**src/rtl/mem_access_arbiter_pkg.sv**
```systemverilog
// Shared definitions for the memory access arbiter: FSM states, stats width, clog2 helper.
package mem_access_arbiter_pkg;

  typedef enum logic {
    ST_IDLE = 1'b0,
    ST_OWN  = 1'b1
  } arb_state_t;

  localparam int unsigned STATS_W = 16;

  function automatic int unsigned clog2(input int unsigned value);
    int unsigned r;
    r = 0;
    while ((64'd1 << r) < 64'(value)) r++;
    return r;
  endfunction

endpackage

```
**src/rtl/mem_access_arbiter_rr_pick.sv**
```systemverilog
// Combinational round-robin pick: first set req bit scanning ptr, ptr+1, ... modulo N_REQ.
module rr_pick #(
  parameter int unsigned N_REQ = 4,
  parameter int unsigned IDXW  = 2
) (
  input  logic [N_REQ-1:0] req,
  input  logic [IDXW-1:0]  ptr,
  output logic [N_REQ-1:0] onehot,
  output logic [IDXW-1:0]  idx,
  output logic             any
);

  logic [IDXW-1:0] cand;

  always_comb begin
    onehot = '0;
    idx    = '0;
    any    = 1'b0;
    cand   = '0;
    for (int unsigned k = 0; k < N_REQ; k++) begin
      cand = IDXW'((32'(ptr) + k) % N_REQ);
      if (!any && req[cand]) begin
        any          = 1'b1;
        idx          = cand;
        onehot[cand] = 1'b1;
      end
    end
  end

endmodule

```
**src/rtl/mem_access_arbiter.sv**
```systemverilog
// Round-robin, burst-bounded arbiter sharing one registered-read memory among N_REQ clients.
// Optional MEM_ARB_STATS_EN adds saturating per-requester grant counters and a stall counter.
module mem_access_arbiter
  import mem_access_arbiter_pkg::*;
#(
  parameter int unsigned N_REQ     = 4,
  parameter int unsigned WIDTH     = 8,
  parameter int unsigned DEPTH     = 16,
  parameter int unsigned MAX_BURST = 4,
  localparam int unsigned ADDR     = clog2(DEPTH)
) (
  input  logic                    clk,
  input  logic                    rst,
  input  logic [N_REQ-1:0]        req,
  input  logic [N_REQ-1:0]        req_we,
  input  logic [N_REQ*ADDR-1:0]   req_addr,
  input  logic [N_REQ*WIDTH-1:0]  req_wdata,
  output logic [N_REQ-1:0]        gnt,
  output logic [N_REQ-1:0]        rsp_valid,
  output logic [WIDTH-1:0]        rsp_data,
  output logic                    mem_write_en,
  output logic [ADDR-1:0]         mem_write_addr,
  output logic [WIDTH-1:0]        mem_write_data,
  output logic [ADDR-1:0]         mem_read_addr,
  input  logic [WIDTH-1:0]        mem_read_data
`ifdef MEM_ARB_STATS_EN
  ,
  output logic [N_REQ*STATS_W-1:0] gnt_count,
  output logic [STATS_W-1:0]       stall_count
`endif
);

  localparam int unsigned IDXW = clog2(N_REQ);
  localparam int unsigned CNTW = clog2(MAX_BURST + 1);

  typedef logic [IDXW-1:0] idx_t;

  arb_state_t       state, state_nx;
  idx_t             rr_ptr, rr_ptr_nx;
  idx_t             owner, owner_nx, owner_inc;
  idx_t             pick_ptr, pick_idx, win;
  logic [CNTW-1:0]  burst_cnt, burst_cnt_nx;
  logic [N_REQ-1:0] pick_oh, gnt_int, rsp_q;
  logic             pick_any, grant, issue, rd_issue;
  logic [ADDR-1:0]  win_addr, raddr_q;

  assign owner_inc = (owner == idx_t'(N_REQ - 1)) ? '0 : owner + idx_t'(1);
  // On release the next winner is picked in the same cycle, starting just past the owner.
  assign pick_ptr  = (state == ST_OWN) ? owner_inc : rr_ptr;

  rr_pick #(
    .N_REQ(N_REQ),
    .IDXW (IDXW)
  ) u_pick (
    .req   (req),
    .ptr   (pick_ptr),
    .onehot(pick_oh),
    .idx   (pick_idx),
    .any   (pick_any)
  );

  always_comb begin
    state_nx     = state;
    rr_ptr_nx    = rr_ptr;
    owner_nx     = owner;
    burst_cnt_nx = burst_cnt;
    grant        = 1'b0;
    win          = owner;
    gnt_int      = '0;
    case (state)
      ST_IDLE: begin
        if (pick_any) begin
          state_nx     = ST_OWN;
          owner_nx     = pick_idx;
          burst_cnt_nx = CNTW'(1);
          grant        = 1'b1;
          win          = pick_idx;
          gnt_int      = pick_oh;
        end
      end
      ST_OWN: begin
        if (req[owner] && (burst_cnt < CNTW'(MAX_BURST))) begin
          grant          = 1'b1;
          gnt_int[owner] = 1'b1;
          burst_cnt_nx   = burst_cnt + CNTW'(1);
        end else begin
          rr_ptr_nx = owner_inc;
          if (pick_any) begin
            owner_nx     = pick_idx;
            burst_cnt_nx = CNTW'(1);
            grant        = 1'b1;
            win          = pick_idx;
            gnt_int      = pick_oh;
          end else begin
            state_nx     = ST_IDLE;
            burst_cnt_nx = '0;
          end
        end
      end
      default: state_nx = ST_IDLE;
    endcase
  end

  assign issue          = grant && !rst;
  assign rd_issue       = issue && !req_we[win];
  assign win_addr       = req_addr[win*ADDR +: ADDR];
  assign gnt            = rst ? '0 : gnt_int;
  assign mem_write_en   = issue && req_we[win];
  assign mem_write_addr = win_addr;
  assign mem_write_data = req_wdata[win*WIDTH +: WIDTH];
  assign mem_read_addr  = rd_issue ? win_addr : raddr_q;
  // Gated so a response registered just before reset never shows during the reset cycle.
  assign rsp_valid      = rst ? '0 : rsp_q;
  assign rsp_data       = mem_read_data;

  always_ff @(posedge clk) begin
    if (rst) begin
      state     <= ST_IDLE;
      rr_ptr    <= '0;
      owner     <= '0;
      burst_cnt <= '0;
      rsp_q     <= '0;
      raddr_q   <= '0;
    end else begin
      state     <= state_nx;
      rr_ptr    <= rr_ptr_nx;
      owner     <= owner_nx;
      burst_cnt <= burst_cnt_nx;
      rsp_q     <= rd_issue ? gnt_int : '0;
      if (rd_issue) raddr_q <= win_addr;
    end
  end

`ifdef MEM_ARB_STATS_EN
  always_ff @(posedge clk) begin
    if (rst) begin
      gnt_count   <= '0;
      stall_count <= '0;
    end else begin
      for (int unsigned i = 0; i < N_REQ; i++) begin
        if (gnt_int[i] && (gnt_count[i*STATS_W +: STATS_W] != '1))
          gnt_count[i*STATS_W +: STATS_W] <= gnt_count[i*STATS_W +: STATS_W] + STATS_W'(1);
      end
      if ((|(req & ~gnt_int)) && (stall_count != '1))
        stall_count <= stall_count + STATS_W'(1);
    end
  end
`endif

endmodule

```
**config.mk**
```make
export PLATFORM = sky130hd
export DESIGN_NAME = mem_access_arbiter
export DESIGN_NICKNAME = d
export VERILOG_FILES = /design/src/rtl/mem_access_arbiter_pkg.sv /design/src/rtl/mem_access_arbiter_rr_pick.sv /design/src/rtl/mem_access_arbiter.sv
export SDC_FILE = /design/constraint.sdc
export NUM_CORES = 1
export LEC_CHECK = 0
export CORE_ASPECT_RATIO = 0.8
export CORE_MARGIN = 1.5
export CORE_UTILIZATION = 35
export DETAILED_ROUTE_END_ITERATION = 6
export PLACE_DENSITY_LB_ADDON = 0.2
export SLEW_MARGIN = 0
export SYNTH_ARGS = -nofsm -noshare
export SYNTH_HDL_FRONTEND = slang
export SYNTH_HIERARCHICAL = 1
export SYNTH_SLANG_ARGS = --single-unit
```
**constraint.sdc**
```tcl
create_clock -name clk -period 12.5 [get_ports clk]
set_input_delay 1.875 -clock clk [delete_from_list [all_inputs] [get_ports clk]]
set_output_delay 1.875 -clock clk [all_outputs]
set_load 0.1 [all_outputs]
```
==> results.toml <==
[sta]
worstMarginPinSlew_ps = 992
max_clock_freq_mhz = 121
hold_violations = 0
finalSetupTns_ps = 0
maxSlewViolCount = 0
min_period_ps = 8280
slew_headroom_pct = 33.6
clock_skew_ps = 5.60
fin_crit_sh_pct = 66.2
rsz0062_at_grt = "false"
setup_viol = 0

[worst_hold_path]
min_from = "rr_ptr[1]"
holdPathEnd = "rr_ptr[1]"
whs_path_depth = 2
min_path_type = "reg -> reg"

[die]
core_area_um2 = 5010
initial_core_util_pct = 36.5
io_pins = 99
dieArea_um2 = 5660
rows = 23
fp.dieW_um = 83.7
die_h_um = 67.6

[synth]
yosys.area_share.simple_pct = 20.8
yosys.cell_types.count = 49
syn_inst = 211
synthXorXnorAreaFrac_pct = 0
synth_top_family_by_area = "compound AO/OA/AOI/OAI gates"
syn_area_um2 = 1830
synth_compound_area_share_pct = 23.2
synth.area.mux_share_pct = 22.1
yosysTopAreaCell = "dfxtp_1"
ys_ff_latch = 16
ys_warn_count = 6
synth_top_cells_by_area = "dfxtp_1, ha_1, mux2i_1, mux4_1, mux4_2"
syn_avg_cell_area_um2 = 8.65
synth-adder-area-share_pct = 6.85
synth_top_area_share_pct = 17.5
async_flop_share_pct = 0
synth-seq-area-share_pct = 17.5
synthesis.nets = 287
synth_edf_count = 0
synthFlopType = "dfxtp_1"

[setup_path]
start_kind = "input port"
cp.arrival_ps = 6400
r2r_end = "raddr_q[0]"
critical_path_class = "in -> out"
worst_setup_path_end_kind = "primary output"
r2r-start = "owner[1]"
r2r_cells = 13
required_ps = 10620
path_max_fanout = 13
reg2reg_slack_ps = 7870

[layout]
layout.nets = 353
area_growth_pct = 43.9
final_common_cell = "clkdlybuf4s50_1"
antenna_cells = 0
final_cell_mix = "clkdlybuf4s50_1, nor2_1, a21oi_1, dfxtp_1, nand2_1"
stdcell_area_um2 = 2630
drive_gt1_share_pct = 10.1

[drt]
drt_first_pass_iters = 4
ant_nets = 0
num_vias = 1782
wl_per_cell_um = 14.7
wirelength_mm = 4.96
drc = 0
drtIter0Drc = 76
via_per_inst = 5.27

[clocking]
h-tree-depth = 1
cts_setup_buffers = 0
cts_hold_repair.buffers = 0
clkLatencyLatePin_ps = 250
clockBufferDepth = 2
cts-root-buf = "clkbuf_8"
cts_made_buffers = 3
clock_sinks = 16
clk_pin_slew_worst_paths_ps = 70
postCtsResizedCells = 0
cts_tree = "yes"

[grt]
grt_antenna_before_repair = 0
grt_overflow_total = 0
grt_max_degree = 24
first_global_vias = 1726
grt_pass1_wl_mm = 7.99
globalRouteTotalUtil_pct = 17.1

[place]
dpl-instance-area_um2 = 2570
port_buffers = 82
gp_congestion = 0.849
hpwl_mm = 4.05

[run]
max_cap_violations = 0

[status]
status = "completed"
logic make-up after synthesis:
group           count (synthesis)
flops                          16
mux                            27
simple gates                   71
fa+ha+maj                      10
compound gates                 60
buf+inv                        27
per-layer routing:
layer | part of all wire (%) | wire length, um | track usage, %
met2 | 48 | 2360 | 29.4
met3 | 6.8 | 336 | 3.79
met1 | 45 | 2240 | 22.5
met4 | 0.48 | 24 | 3.07
met5 | 0 | 0 | 0
how the worst max path moves through the flow:
| stage | from | end | depth (start not counted) |
|---|---|---|---|
| finish | req[3] | mem_read_addr[0] | 10 |
| global route | req[3] | mem_read_addr[0] | 10 |
| CTS | req[3] | mem_read_addr[0] | 10 |
| detailed placement | req[3] | mem_read_addr[2] | 10 |
| global placement | req[3] | mem_read_addr[0] | 10 |
| floorplan | req[2] | mem_read_addr[0] | 10 |
worst max-delay path: stages:
cell and delay (ps):
clkdlybuf4s50_1 510, mux4_2 650, nor3_1 290, nand2b_1 320, o221ai_4 190, mux2i_1 830, and4_4 440, o21ai_1 100
nand2_1 70, clkdlybuf4s50_1 1120
sequential cells by signal, indices dropped and copies added (netlist names):
name	flops
state	1
raddr_q	4
burst_cnt	3
rr_ptr	2
owner	2
rsp_q	4
stage by stage:
| step | hold slack, ps | worst slack (ps) | std cells | utilization [%] |
|---|---|---|---|---|
| 5_1_grt | 522 | 3900 | 338 | 52.5 |
| 6_report | 491 | 4220 | 338 | 52.5 |
| 2_1_floorplan | 456 | 5410 | 211 | - |
| 4_1_cts | 499 | 4200 | 338 | 52.5 |
| 3_5_place_dp | 483 | 4190 | 334 | 51.4 |
| 3_3_place_gp | 471 | 4310 | 334 | 51.4 |
layout make-up:
class	instances	area, um^2
fill	509	2380
multi-input combinational	168	1330
timing repair buffer	82	821
sequential	16	320
tap	62	77.6
clock buffer	4	55.1
inverter	6	22.5
Yosys cell counts (all sizes together) (2+ instances only):
library cell and count:
a22oi 9, nand3 8, inv 6, nand2 15, ha 10, and2 8, nor2 24, a21oi 18
mux4 8, and4 2, buf 15, mux2i 14, o211ai 2, dfxtp 16, clkbuf 6, a211oi 8
o21ai 12, nor2b 4, mux2 5, o22ai 2, nand4 2
Power is not shown: default switching activity piles up to over one toggle a cycle in this logic, so the estimate is an artifact.
